[config.mk]
export PLATFORM = sky130hd
export DESIGN_NAME = imm_extend_pipe_flat
export DESIGN_NICKNAME = d
export VERILOG_FILES = /design/src/rtl/imm_extend_pipe_pkg.sv /design/src/rtl/imm_extend_pipe_if.sv /design/src/rtl/imm_extend_pipe_reg.sv /design/src/rtl/imm_extend_pipe.sv /design/src/flat_wrapper.sv
export SDC_FILE = /design/constraint.sdc
export NUM_CORES = 1
export LEC_CHECK = 0
export ABC_AREA = 0
export CAP_MARGIN = 10
export CORE_MARGIN = 5
export CORE_UTILIZATION = 49
export CTS_BUF_LIST = sky130_fd_sc_hd__clkbuf_2 sky130_fd_sc_hd__clkbuf_4 sky130_fd_sc_hd__clkbuf_8
export DETAILED_ROUTE_END_ITERATION = 10
export PLACE_DENSITY_LB_ADDON = 0.2
export SYNTH_ARGS = -nofsm -noshare
export SYNTH_HDL_FRONTEND = slang
export SYNTH_SLANG_ARGS = --single-unit
[constraint.sdc]
create_clock -name clk -period 3.36 [get_ports clk]
set_clock_uncertainty 0.15 [all_clocks]
set_input_delay 0.504 -clock clk [delete_from_list [all_inputs] [get_ports clk]]
set_output_delay 0.504 -clock clk [all_outputs]
set_load 0.03 [all_outputs]
[src/rtl/imm_extend_pipe_pkg.sv]
// Shared definitions for the immediate extension pipe: mode encodings and the
// width-generic extend function used by the datapath.
package imm_ext_pkg;

  typedef enum logic [1:0] {
    MODE_SIGN   = 2'b00,
    MODE_ZERO   = 2'b01,
    MODE_HIGH   = 2'b10,
    MODE_BRANCH = 2'b11
  } imm_mode_e;

  localparam int MAX_W = 64;

  // Widths are call arguments so one function serves any N/M/SHIFT; callers
  // pass constants, so the masks and shifts fold away in synthesis.
  function automatic logic [MAX_W-1:0] extend(input logic [1:0] mode,
                                              input logic [MAX_W-1:0] imm,
                                              input int n, input int m,
                                              input int shift);
    logic [MAX_W-1:0] nmask, mmask, lo, sx, sgn, r;
    nmask = '1;
    nmask = nmask >> (MAX_W - n);
    mmask = '1;
    mmask = mmask >> (MAX_W - m);
    lo    = imm & nmask;
    sgn   = imm >> (n - 1);
    sx    = sgn[0] ? (lo | ~nmask) : lo;
    case (mode)
      MODE_SIGN: r = sx;
      MODE_ZERO: r = lo;
      MODE_HIGH: r = lo << (m - n);
      default:   r = sx << shift;
    endcase
    return r & mmask;
  endfunction

endpackage

[src/rtl/imm_extend_pipe_if.sv]
// Valid/ready bus for the immediate extension pipe: request side from decode,
// response side toward the execute operand mux.
interface imm_extend_pipe_if #(
  parameter int N = 16,
  parameter int M = 32
);
  logic         in_valid;
  logic         in_ready;
  logic [1:0]   mode;
  logic [N-1:0] imm_in;
  logic         out_valid;
  logic         out_ready;
  logic [M-1:0] imm_out;
  logic [1:0]   mode_out;

  modport master (
    output in_valid, mode, imm_in, out_ready,
    input  in_ready, out_valid, imm_out, mode_out
  );

  modport slave (
    input  in_valid, mode, imm_in, out_ready,
    output in_ready, out_valid, imm_out, mode_out
  );
endinterface

[src/rtl/imm_extend_pipe_reg.sv]
// Generic valid/ready register stage with synchronous flush. Only the valid
// bit is reset; the payload register is free-running on load.
module imm_pipe_reg #(
  parameter int WIDTH = 8
) (
  input  logic             clk,
  input  logic             rst,
  input  logic             flush,
  input  logic             in_valid,
  output logic             in_ready,
  input  logic [WIDTH-1:0] in_data,
  output logic             out_valid,
  input  logic             out_ready,
  output logic [WIDTH-1:0] out_data
);
  logic             valid_q, valid_d;
  logic [WIDTH-1:0] data_q, data_d;
  logic             adv;

  always_comb begin
    adv     = !valid_q || out_ready;
    valid_d = valid_q;
    data_d  = data_q;
    // Flush wins over a load; the payload is irrelevant once valid drops.
    if (flush) begin
      valid_d = 1'b0;
    end else if (adv) begin
      valid_d = in_valid;
      data_d  = in_data;
    end
  end

  always_ff @(posedge clk) begin
    if (rst) valid_q <= 1'b0;
    else     valid_q <= valid_d;
  end

  always_ff @(posedge clk) begin
    data_q <= data_d;
  end

  assign in_ready  = adv;
  assign out_valid = valid_q;
  assign out_data  = data_q;
endmodule

[src/rtl/imm_extend_pipe.sv]
// Two-stage immediate extender: stage A captures {mode, imm}, the extension is
// computed from A and registered into stage B, which drives the result bus.
module imm_extend_pipe
  import imm_ext_pkg::*;
#(
  parameter int N     = 16,
  parameter int M     = 32,
  parameter int SHIFT = 2
) (
  input  logic                clk,
  input  logic                rst,
  input  logic                flush,
  imm_extend_pipe_if.slave    bus
);
  logic           a_ready, a_valid, b_ready;
  logic [N+1:0]   a_data;
  logic [M-1:0]   ext_res;
  logic [M+1:0]   b_data;

  // a_ready is !a_valid || b_ready, and b_ready depends on out_ready: this is
  // the one combinational path from the output side back to in_ready.
  assign bus.in_ready = a_ready && !flush;

  imm_pipe_reg #(.WIDTH(N + 2)) u_stage_a (
    .clk       (clk),
    .rst       (rst),
    .flush     (flush),
    .in_valid  (bus.in_valid),
    .in_ready  (a_ready),
    .in_data   ({bus.mode, bus.imm_in}),
    .out_valid (a_valid),
    .out_ready (b_ready),
    .out_data  (a_data)
  );

  always_comb begin
    ext_res = M'(extend(a_data[N+1:N], {{(MAX_W-N){1'b0}}, a_data[N-1:0]},
                        N, M, SHIFT));
    b_data  = {a_data[N+1:N], ext_res};
  end

  imm_pipe_reg #(.WIDTH(M + 2)) u_stage_b (
    .clk       (clk),
    .rst       (rst),
    .flush     (flush),
    .in_valid  (a_valid),
    .in_ready  (b_ready),
    .in_data   (b_data),
    .out_valid (bus.out_valid),
    .out_ready (bus.out_ready),
    .out_data  ({bus.mode_out, bus.imm_out})
  );
endmodule

[src/flat_wrapper.sv]
// flat-port wrapper written by rule: the top's interface ports become plain ports
module imm_extend_pipe_flat import imm_ext_pkg::*;
#(
  parameter int N     = 16,
  parameter int M     = 32,
  parameter int SHIFT = 2
)
  (clk, rst, flush, bus_in_valid, bus_mode, bus_imm_in, bus_out_ready, bus_in_ready, bus_out_valid, bus_imm_out, bus_mode_out);
  imm_extend_pipe_if #(.N(N), .M(M)) bus_i ();
  input  logic clk;
  input  logic rst;
  input  logic flush;
  input wire logic [$bits(bus_i.in_valid)-1:0] bus_in_valid;
  input wire logic [$bits(bus_i.mode)-1:0] bus_mode;
  input wire logic [$bits(bus_i.imm_in)-1:0] bus_imm_in;
  input wire logic [$bits(bus_i.out_ready)-1:0] bus_out_ready;
  output wire logic [$bits(bus_i.in_ready)-1:0] bus_in_ready;
  output wire logic [$bits(bus_i.out_valid)-1:0] bus_out_valid;
  output wire logic [$bits(bus_i.imm_out)-1:0] bus_imm_out;
  output wire logic [$bits(bus_i.mode_out)-1:0] bus_mode_out;
  assign bus_i.in_valid = bus_in_valid;
  assign bus_i.mode = bus_mode;
  assign bus_i.imm_in = bus_imm_in;
  assign bus_i.out_ready = bus_out_ready;
  assign bus_in_ready = bus_i.in_ready;
  assign bus_out_valid = bus_i.out_valid;
  assign bus_imm_out = bus_i.imm_out;
  assign bus_mode_out = bus_i.mode_out;
  imm_extend_pipe #(.N(N), .M(M), .SHIFT(SHIFT)) u_core (.clk(clk), .rst(rst), .flush(flush), .bus(bus_i));
endmodule
==> out/metrics.yaml <==
status: "complete, no violations"
grt_pass1_wl_um: 6440
path_delay_family: "buffers and inverters"
worstSetupPathType: "in -> out"
maxCapViolCount: 0
fp.dieW_um: 75.9
postCtsHoldBufs: 0
grt_max_degree: 35
hold_start: "u_core.u_stage_a.out_valid"
worstPathArrival_ns: 1.73
start_util: 0.496
synthTopCellsByArea: "edfxtp_1 73%, o2bb2ai_2 7.1%, a22o_1 4.9%, buf_6 2.6%, o2bb2ai_1 2.1%"
p_int_uw: 1030
hold_class: "reg -> reg"
drt_pre_antenna_iters: 4
grt_setup_unrepaired: "false"
seqPwrFrac: 0.594
slew_headroom: 0.351
clock_sinks: 54
setup_tns_ns: 0
ys_seq_elements: 54
numCtsBuffers: 5
cts_buffer_depth: 2
slowest_stage: "clkdlybuf4s50_1"
overflow: 0
synthesis.area_sq_um: 2130
worst_pin_slew_ns: 0.973
p_sw_uw: 339
synthDistinctLibCells: 22
synth_cells: 111
fillerInstances: 307
place_inst: 215
crit_path_cell_trace: "clkdlybuf4s50_1 -> and3b_1 -> nor2_2 -> buf_4 -> buf_4"
setup.worst_path.start: "bus_out_ready"
ys_seq_area_frac: 0.752
root_buffer: "clkbuf_8"
cp.required_ns: 2.71
initialDrtViolationCount: 86
syn_avg_cell_area_sq_um: 19.2
wl_um: 3920
synth_top_cell_area_share: 0.733
grt_pass1_vias: 1273
grt_util_all_layers: 0.140
post_drt_wl_per_cell_um: 17.6
totalPowerFinal_uw: 1370
clk_latency_ns: 0.29
timing.fmax_ghz: 0.420
tritoncts: "built"
gp_routability_congestion: 0.761
core_sq_um: 4290
seqCellArea_sq_um: 1600
final_cells: 223
timing.final.crit_share: 0.709
ir_drop_uv: 304
sw_frac_of_total: 0.248
cp-start-kind: "input port"
hold_viol_final: 0
htreeDepth: 2
critPathBufInv: 3
cts_resized: 0
drv_slew: 0
final_net_count: 193
drive_gt1_frac: 0.146
post-cts-setup-buffer-count: 0
die_area_sq_um: 5760
p_clk_frac: 0.244
num_vias: 1193
antenna_found_initial: 0
clkSlewWorstSetupHoldPaths_ns: 0.09
power_density_nw_per_um2: 491
critPathMostFrequentCell: "buf_4"
synth_warnings: 0
p_comb_frac: 0.162
core.rowCount: 24
pin_count: 59
leakage_uw: 0.000973
min_period_ns: 2.38
r2r_start: "u_core.u_stage_a.out_data[17]"
via_per_inst: 5.35
multi_input_area_sq_um: 442
antennaDiodeCount: 0
setup_viol: 0
io_buffers: 58
cp_max_fo: 19
end_kind: "output pin"
hold_slack_ns: 0.342
place_hpwl_um: 2690
slowest_delay_ns: 0.47
syn_nets: 134
remaining_drc_errors: 0
drt.antenna.violating_nets: 0
r2r_slack_ns: 1.32
fin_util: 0.649
synth_area_leader_cell: "edfxtp_1"
die_y_um: 75.9
syn2layout_area_growth_pct: 31.0
-- cells in the mapped netlist (all sizes together) --
| library cell | number |
|---|---|
| nand3 | 2 |
| a21oi | 1 |
| edfxtp | 52 |
| o21ai | 2 |
| nor2b | 1 |
| and3b | 1 |
| mux2i | 1 |
| and2 | 1 |
| a22o | 12 |
| nor2 | 4 |
| inv | 4 |
| o2bb2ai | 15 |
| o21a | 2 |
| and2b | 3 |
| xor2 | 1 |
| buf | 7 |
| dfxtp | 2 |
-- kinds of logic (layout without fill, tap and decap cells) --
| family | after synthesis | in the layout | synth area share |
|---|---|---|---|
| DFF | 54 | 54 | 0.752 |
| AOI/OAI and AO/OA | 32 | 32 | 0.155 |
| and+or+nand+nor | 12 | 12 | 0.0358 |
| buffers and inverters | 11 | 71 | 0.0452 |
| xor gates and xnor gates | 1 | 1 | 0.00764 |
| muxes | 1 | 1 | 0.00470 |
-- routing by layer --
layer / track usage / part of all wire / vias to the layer above / wire length, um
met1: 0.160 / 0.39 / 584 / 1530
met2: 0.242 / 0.53 / 49 / 2070
met5: 0 / 0 / - / 0
met3: 0.0486 / 0.075 / 2 / 294
li1: - / - / 558 / -
met4: 0.0480 / 0.0074 / 0 / 29
-- power by group through the flow --
stage | registers, uW | logic, uW | clock network [uW]
final | 814 | 222 | 334
after floorplan | 889 | 70.8 | 0
after CTS | 815 | 224 | 341
after detailed placement | 830 | 224 | 0
after global placement | 828 | 220 | 0
after global routing | 820 | 232 | 372
-- per-stage QoR --
step,setup slack (ns),cell area (sq um)
final,0.979,2790
after global routing,0.889,2790
after CTS,0.956,2790
after detailed placement,0.957,2710
after global placement,0.999,2710
after floorplan,0.760,2130
-- placed cells by master, fill, tap and decap left out --
master / synthesis / final
buf_4: 0 / 2
inv_2: 1 / 1
clkbuf_8: 0 / 5
nor2_2: 0 / 1
nand3_1: 2 / 2
o2bb2ai_1: 5 / 5
o2bb2ai_2: 10 / 10
and2_4: 1 / 1
clkinv_1: 0 / 3
xor2_2: 1 / 1
o21a_1: 2 / 2
nor2_4: 0 / 1
a21oi_1: 1 / 1
o21ai_0: 2 / 2
a22o_1: 12 / 12
and2b_2: 2 / 2
and2b_4: 1 / 1
mux2i_1: 1 / 1
inv_1: 3 / 3
dfxtp_1: 2 / 2
nor2_1: 4 / 2
and3b_1: 1 / 1
nor2b_1: 1 / 1
clkdlybuf4s50_1: 0 / 57
edfxtp_1: 52 / 52
-- layout make-up --
cell class / instances / share of cell area
clock buffers: 5 / 0.0247
clock inverters: 3 / 0.00404
well taps: 52 / 0.0233
repair buffers: 59 / 0.210
inverters: 4 / 0.00538
flip-flops and latches: 54 / 0.574
multi-input cells: 46 / 0.158
-- final timing paths --
path	endpoint	cells after the start
worst max-delay path	bus_in_ready	5
worst min-delay path	u_core.u_stage_b.out_valid	1
worst max register to register	u_core.u_stage_b.out_data[28]	2
worst min register to register	u_core.u_stage_b.out_valid	1
-- worst reg2reg max path, stage by stage (launching register included) --
cell	delay, ns
edfxtp_1	0.57
xor2_2	0.85
o2bb2ai_1	0.19
-- flip-flops by register name (all words and copies together) (netlist names) --
name / flops
u_core.u_stage_b.out_data: 34
u_core.u_stage_a.out_data: 18
u_core.u_stage_a.out_valid: 1
u_core.u_stage_b.out_valid: 1
Power figures use the tool's default switching activity.
